File: config.mk
export PLATFORM = sky130hd
export DESIGN_NAME = key_press_conditioner
export DESIGN_NICKNAME = d
export VERILOG_FILES = /design/src/rtl/tow_pkg.sv /design/src/rtl/key_channel.sv /design/src/rtl/key_press_conditioner.sv
export SDC_FILE = /design/constraint.sdc
export NUM_CORES = 1
export LEC_CHECK = 0
export ABC_CLOCK_PERIOD_IN_PS = 2100
export CAP_MARGIN = 20
export CORE_MARGIN = 2
export CORE_UTILIZATION = 30
export DETAILED_ROUTE_END_ITERATION = 8
export PLACE_DENSITY_LB_ADDON = 0.2
export SKIP_LAST_GASP = 1
export SLEW_MARGIN = 20
export SYNTH_ARGS = -nofsm -noshare
export SYNTH_HDL_FRONTEND = slang
export SYNTH_SLANG_ARGS = --single-unit
File: constraint.sdc
create_clock -name clk -period 2.1 [get_ports clk]
set_clock_uncertainty 0.2 [all_clocks]
set_input_delay 0.21 -clock clk [delete_from_list [all_inputs] [get_ports clk]]
set_output_delay 0.21 -clock clk [all_outputs]
set_load 0.01 [all_outputs]
File: src/rtl/tow_pkg.sv
// ============================================================================
// tow_pkg : shared types for the player key conditioner   | Rev 1.0
// ============================================================================
`default_nettype none

package tow_pkg;

    typedef enum logic [1:0] {
        IDLE      = 2'd0,
        PRESS_CHK = 2'd1,
        HELD      = 2'd2,
        REL_CHK   = 2'd3
    } key_state_t;

    // Raw buttons are active-low
    localparam logic KEY_PRESSED = 1'b0;

endpackage

`default_nettype wire

File: src/rtl/key_channel.sv
// ============================================================================
// key_channel : one pushbutton -> synchronizer, debounce, single press pulse | Rev 1.0
// ============================================================================
`default_nettype none

module key_channel
    import tow_pkg::*;
#(
    parameter int DEBOUNCE_CYCLES = 16
) (
    input  logic clk,
    input  logic reset,
    input  logic key_n,
    input  logic clear,
    output logic press_pulse
);

    localparam int              CW      = $clog2(DEBOUNCE_CYCLES + 1);
    localparam logic [CW-1:0]   CNT_MAX = CW'(DEBOUNCE_CYCLES);
    localparam logic [CW-1:0]   CNT_ONE = CW'(1);
    localparam logic [CW-1:0]   CNT_ZERO = '0;

    logic          sync1;
    logic          sync2;
    logic          pressed;
    key_state_t    state;
    key_state_t    state_nxt;
    logic [CW-1:0] cnt;
    logic [CW-1:0] cnt_nxt;
    logic          pulse_nxt;

    assign pressed = (sync2 == KEY_PRESSED);

    // Synchronizer is deliberately not cleared by nextRound: it only tracks the pin
    always_ff @(posedge clk or negedge reset) begin
        if (!reset) begin
            sync1 <= ~KEY_PRESSED;
            sync2 <= ~KEY_PRESSED;
        end else begin
            sync1 <= key_n;
            sync2 <= sync1;
        end
    end

    always_ff @(posedge clk or negedge reset) begin
        if (!reset) begin
            state       <= HELD;
            cnt         <= CNT_ZERO;
            press_pulse <= 1'b0;
        end else begin
            state       <= state_nxt;
            cnt         <= cnt_nxt;
            press_pulse <= pulse_nxt;
        end
    end

    always_comb begin
        state_nxt = state;
        cnt_nxt   = cnt;
        pulse_nxt = 1'b0;
        if (clear) begin
            state_nxt = HELD;
            cnt_nxt   = CNT_ZERO;
        end else begin
            case (state)
                IDLE: begin
                    if (pressed) begin
                        state_nxt = PRESS_CHK;
                        cnt_nxt   = CNT_ONE;
                    end else begin
                        cnt_nxt   = CNT_ZERO;
                    end
                end
                PRESS_CHK: begin
                    if (!pressed) begin
                        state_nxt = IDLE;
                        cnt_nxt   = CNT_ZERO;
                    end else if (cnt == CNT_MAX) begin
                        state_nxt = HELD;
                        cnt_nxt   = CNT_ZERO;
                        pulse_nxt = 1'b1;
                    end else begin
                        cnt_nxt   = cnt + CNT_ONE;
                    end
                end
                HELD: begin
                    if (!pressed) begin
                        state_nxt = REL_CHK;
                        cnt_nxt   = CNT_ONE;
                    end
                end
                REL_CHK: begin
                    if (pressed) begin
                        state_nxt = HELD;
                        cnt_nxt   = CNT_ZERO;
                    end else if (cnt == CNT_MAX) begin
                        state_nxt = IDLE;
                        cnt_nxt   = CNT_ZERO;
                    end else begin
                        cnt_nxt   = cnt + CNT_ONE;
                    end
                end
                default: begin
                    state_nxt = HELD;
                    cnt_nxt   = CNT_ZERO;
                end
            endcase
        end
    end

endmodule

`default_nettype wire

File: src/rtl/key_press_conditioner.sv
// ============================================================================
// key_press_conditioner : raw L/R pushbuttons -> clean one-cycle press pulses | Rev 1.0
// ============================================================================
`default_nettype none

module key_press_conditioner
    import tow_pkg::*;
#(
    parameter int DEBOUNCE_CYCLES = 16
) (
    input  logic clk,
    input  logic reset,
    input  logic key_l_n,
    input  logic key_r_n,
    input  logic nextRound,
    output logic L,
    output logic R
);

    // Channels are independent; simultaneous L and R are passed through unarbitrated
    key_channel #(
        .DEBOUNCE_CYCLES (DEBOUNCE_CYCLES)
    ) u_left (
        .clk         (clk),
        .reset       (reset),
        .key_n       (key_l_n),
        .clear       (nextRound),
        .press_pulse (L)
    );

    key_channel #(
        .DEBOUNCE_CYCLES (DEBOUNCE_CYCLES)
    ) u_right (
        .clk         (clk),
        .reset       (reset),
        .key_n       (key_r_n),
        .clear       (nextRound),
        .press_pulse (R)
    );

endmodule

`default_nettype wire
==> flow_metrics.env <==
export IMPL_status="finished, final reports clean"
export IMPL_clockBufferDepth=2
export IMPL_critical_path_startpoint_type="register"
export IMPL_route_detailed_drc=0
export IMPL_wire_per_inst_um=12.1
export IMPL_cts_reportedPaths_clkPinSlew_ns=0.12
export IMPL_rr_worst_depth=5
export IMPL_clkLatencyLatePin_ns=0.30
export IMPL_synth_distinct_cells=27
export IMPL_hold_start="key_l_n"
export IMPL_antenna_found_initial=0
export IMPL_final_hold_violation_count=0
export IMPL_wl_met3_um=73
export IMPL_dp_cells=150
export IMPL_routed_via_density=4.97
export IMPL_grt_pass1_vias=756
export IMPL_setup_tns_ns=0
export IMPL_fin_crit_sh_pct=77.6
export IMPL_critPathKind="register to register"
export IMPL_htree_levels=1
export IMPL_rr_endpoint="u_left.cnt[4]$_DFFE_PN0N_"
export IMPL_nFillCells=327
export IMPL_final_area_um2=1260
export IMPL_power_frac_clock_pct=32.5
export IMPL_clock_sinks=20
export IMPL_critPathArrivalTime_ns=1.63
export IMPL_rows=21
export IMPL_endpoint_kind="register"
export IMPL_setup_worst_path_start="u_left.cnt[0]$_DFFE_PN0N_"
export IMPL_reg2reg_from="u_left.cnt[0]$_DFFE_PN0N_"
export IMPL_fin_crit_ns=1.63
export IMPL_p_sw_share_pct=23.8
export IMPL_syn_nets=104
export IMPL_drive_above_1_share_pct=23.9
export IMPL_p_leak_nw=0.508
export IMPL_fin_cells=155
export IMPL_required_ns=2.10
export IMPL_yosysWarnings=0
export IMPL_synthCells=95
export IMPL_p_sw_w=0.000168
export IMPL_wl_met1_um=947
export IMPL_p_per_area_nw_per_um2=562
export IMPL_antenna_left=0
export IMPL_setup_viol=0
export IMPL_place_gp_congestion=0.773
export IMPL_core_area_um2=3390
export IMPL_pwr_share_comb_pct=9.1
export IMPL_grt_overflow_total=0
export IMPL_power_frac_seq_pct=58.3
export IMPL_syn_area_um2=1080
export IMPL_slew_headroom_pct=76.7
export IMPL_nets=119
export IMPL_die_y_um=63.9
export IMPL_postRouteWirelength_mm=1.88
export IMPL_grt_max_degree=12
export IMPL_dpl_instance_area_um2=1210
export IMPL_finalMaxSlewViolations=0
export IMPL_grt_setup_unrepaired="false"
export IMPL_drtIter0Drc=21
export IMPL_tightestPinTransition_ns=0.348
export IMPL_grt_pass1_wl_mm=3.33
export IMPL_min_path_cells=1
export IMPL_cp_max_fo=5
export IMPL_ir_drop_uv=289
export IMPL_boundaryPins=7
export IMPL_p_int_w=0.000538
export IMPL_routed_wl_met2_um=783
export IMPL_avgSynthCellArea_um2=11.3
export IMPL_drtPass1Iterations=4
export IMPL_synth_seq_cells=20
export IMPL_syn_to_final_growth_pct=16.7
export IMPL_dpl_hpwl_mm=1.42
export IMPL_cts_root_buffer="clkbuf_4"
export IMPL_die_area_um2=4080
export IMPL_numCtsBuffers=3
export IMPL_via_count=771
export IMPL_top_layer="met4"
export IMPL_cts_tree="built"
export IMPL_grt_util_all_layers_pct=10.5
export IMPL_diodes=0
export IMPL_drv_cap=0
export IMPL_dieWidth_um=63.9
export IMPL_fmax_mhz=613
export IMPL_worstHoldPathType="input pin to register"
export IMPL_r2r_setup_slack_ns=0.47
export IMPL_synth_yosys_seq_area_share_pct=47.2
export IMPL_worst_hold_path_endpoint="u_left.sync1$_DFF_PN1_"
export IMPL_initial_core_util_pct=31.7
export IMPL_port_buffers=6
==> layer usage <==
metal  GRT usage [%]  vias to the layer above
li1                -                      375
met1            14.1                      363
met2            15.4                       25
met3            1.58                        8
met4            7.34                        0
met5               0                        -
==> Yosys cell counts (all sizes together) <==
library cell  instances  area share, %
nor4                  2            1.2
o21ai                 4            1.9
o311a                 2            2.0
a41oi                 6            6.3
inv                  16            5.6
ha                    4            4.7
nor4b                 2            4.4
nor3b                 2            1.4
clkbuf                1            1.3
a211o                 2            1.6
a21oi                 2           0.93
o22ai                 6            3.5
dfrtp                14             33
nand2b                3            1.7
and2b                 2            1.5
dfstp                 6             15
and3b                 2            1.7
nand2                 6            2.1
or2b                  1           0.81
nand3                 6            2.8
nand4bb               2            2.1
and4bb                2            2.3
xnor2                 2            3.0
==> worst max-delay path by stage <==
stage / to / slack, ns / cells after the start
after CTS: u_left.cnt[4]$_DFFE_PN0N_ / 0.49 / 5
after floorplan: u_left.state[1]$_DFFE_PN1P_ / 0.65 / 5
after global placement: u_right.cnt[4]$_DFFE_PN0N_ / 0.38 / 5
after detailed placement: u_right.cnt[4]$_DFFE_PN0N_ / 0.36 / 5
after global routing: u_right.cnt[3]$_DFFE_PN0N_ / 0.34 / 5
final: u_left.cnt[4]$_DFFE_PN0N_ / 0.47 / 5
==> what timing repair did <==
item,4_1_cts,5_1_grt
gates resized for setup,0,0
hold endpoints to repair,3,0
buffers inserted,0,0
hold buffers,1,0
==> worst max-delay path, stage by stage, from the launching register on <==
cell and delay (ns):
dfrtp_1 0.45, inv_1 0.08, ha_1 0.16, nand4bb_1 0.26, a41oi_1 0.26, o22ai_1 0.11
==> cell usage in the layout, fill, tap and decap left out, types with 2 or more instances in the layout <==
| cell | Yosys | final |
|---|---|---|
| ha_1 | 4 | 4 |
| and4bb_2 | 2 | 2 |
| o22ai_1 | 6 | 6 |
| clkdlybuf4s50_1 | 0 | 6 |
| buf_4 | 0 | 4 |
| o21ai_0 | 4 | 4 |
| nor3b_1 | 2 | 2 |
| nor4_1 | 2 | 2 |
| nand3_1 | 6 | 6 |
| a41oi_1 | 4 | 4 |
| a41oi_2 | 2 | 2 |
| nand2_1 | 6 | 6 |
| a211o_1 | 2 | 2 |
| nor4b_4 | 2 | 2 |
| dfrtp_1 | 14 | 14 |
| xnor2_2 | 2 | 2 |
| a21oi_1 | 2 | 2 |
| inv_1 | 16 | 16 |
| nand4bb_1 | 2 | 2 |
| clkbuf_4 | 0 | 3 |
| nand2b_1 | 3 | 3 |
| dfstp_2 | 6 | 6 |
==> state kept, by name (all words and copies together), names as in the netlist <==
name and flops:
u_left.sync2 1, u_left.press_pulse 1, u_left.sync1 1, u_left.cnt 5, u_right.press_pulse 1, u_right.cnt 5
u_right.sync1 1, u_right.state 2, u_right.sync2 1, u_left.state 2
==> final cells by class <==
class / count / area (µm²) / area share, %
sequential: 20 / 508 / 40.4
clock buffer: 4 / 36.3 / 2.89
multi-input combinational: 58 / 494 / 39.3
inverter: 16 / 60.1 / 4.78
tap: 46 / 57.6 / 4.58
timing repair buffer: 11 / 100 / 7.97
==> power by group through the flow <==
stage	Combinational, W	Clock (W)	Sequential [W]
global placement	0.0000639	0	0.000419
global route	0.0000743	0.000255	0.000415
detailed placement	0.0000643	0	0.000419
floorplan	0.0000393	0	0.000416
finish	0.0000646	0.000230	0.000412
CTS	0.0000661	0.000237	0.000412
==> logic make-up (layout without fill, tap and decap cells) <==
kind of cell	Yosys count	after routing	synth area share, %
AOI/OAI and AO/OA	22	22	16.2
xor gates and xnor gates	2	2	3.02
adders and majority gates	4	4	4.65
buffers and inverters	17	31	6.86
DFF	20	20	47.2
and+or+nand+nor	30	30	22.1
==> stage by stage <==
step	setup slack (ns)	util [%]	total power (W)	hold slack, ns
global placement	0.381	35.7	0.000483	0.147
detailed placement	0.361	35.7	0.000483	0.150
global route	0.340	37.1	0.000744	0.0757
CTS	0.486	37.1	0.000716	0.0855
floorplan	0.649	-	0.000455	-0.286
finish	0.469	37.1	0.000707	0.0942
Note: power is estimated with default switching activity, not from simulation.
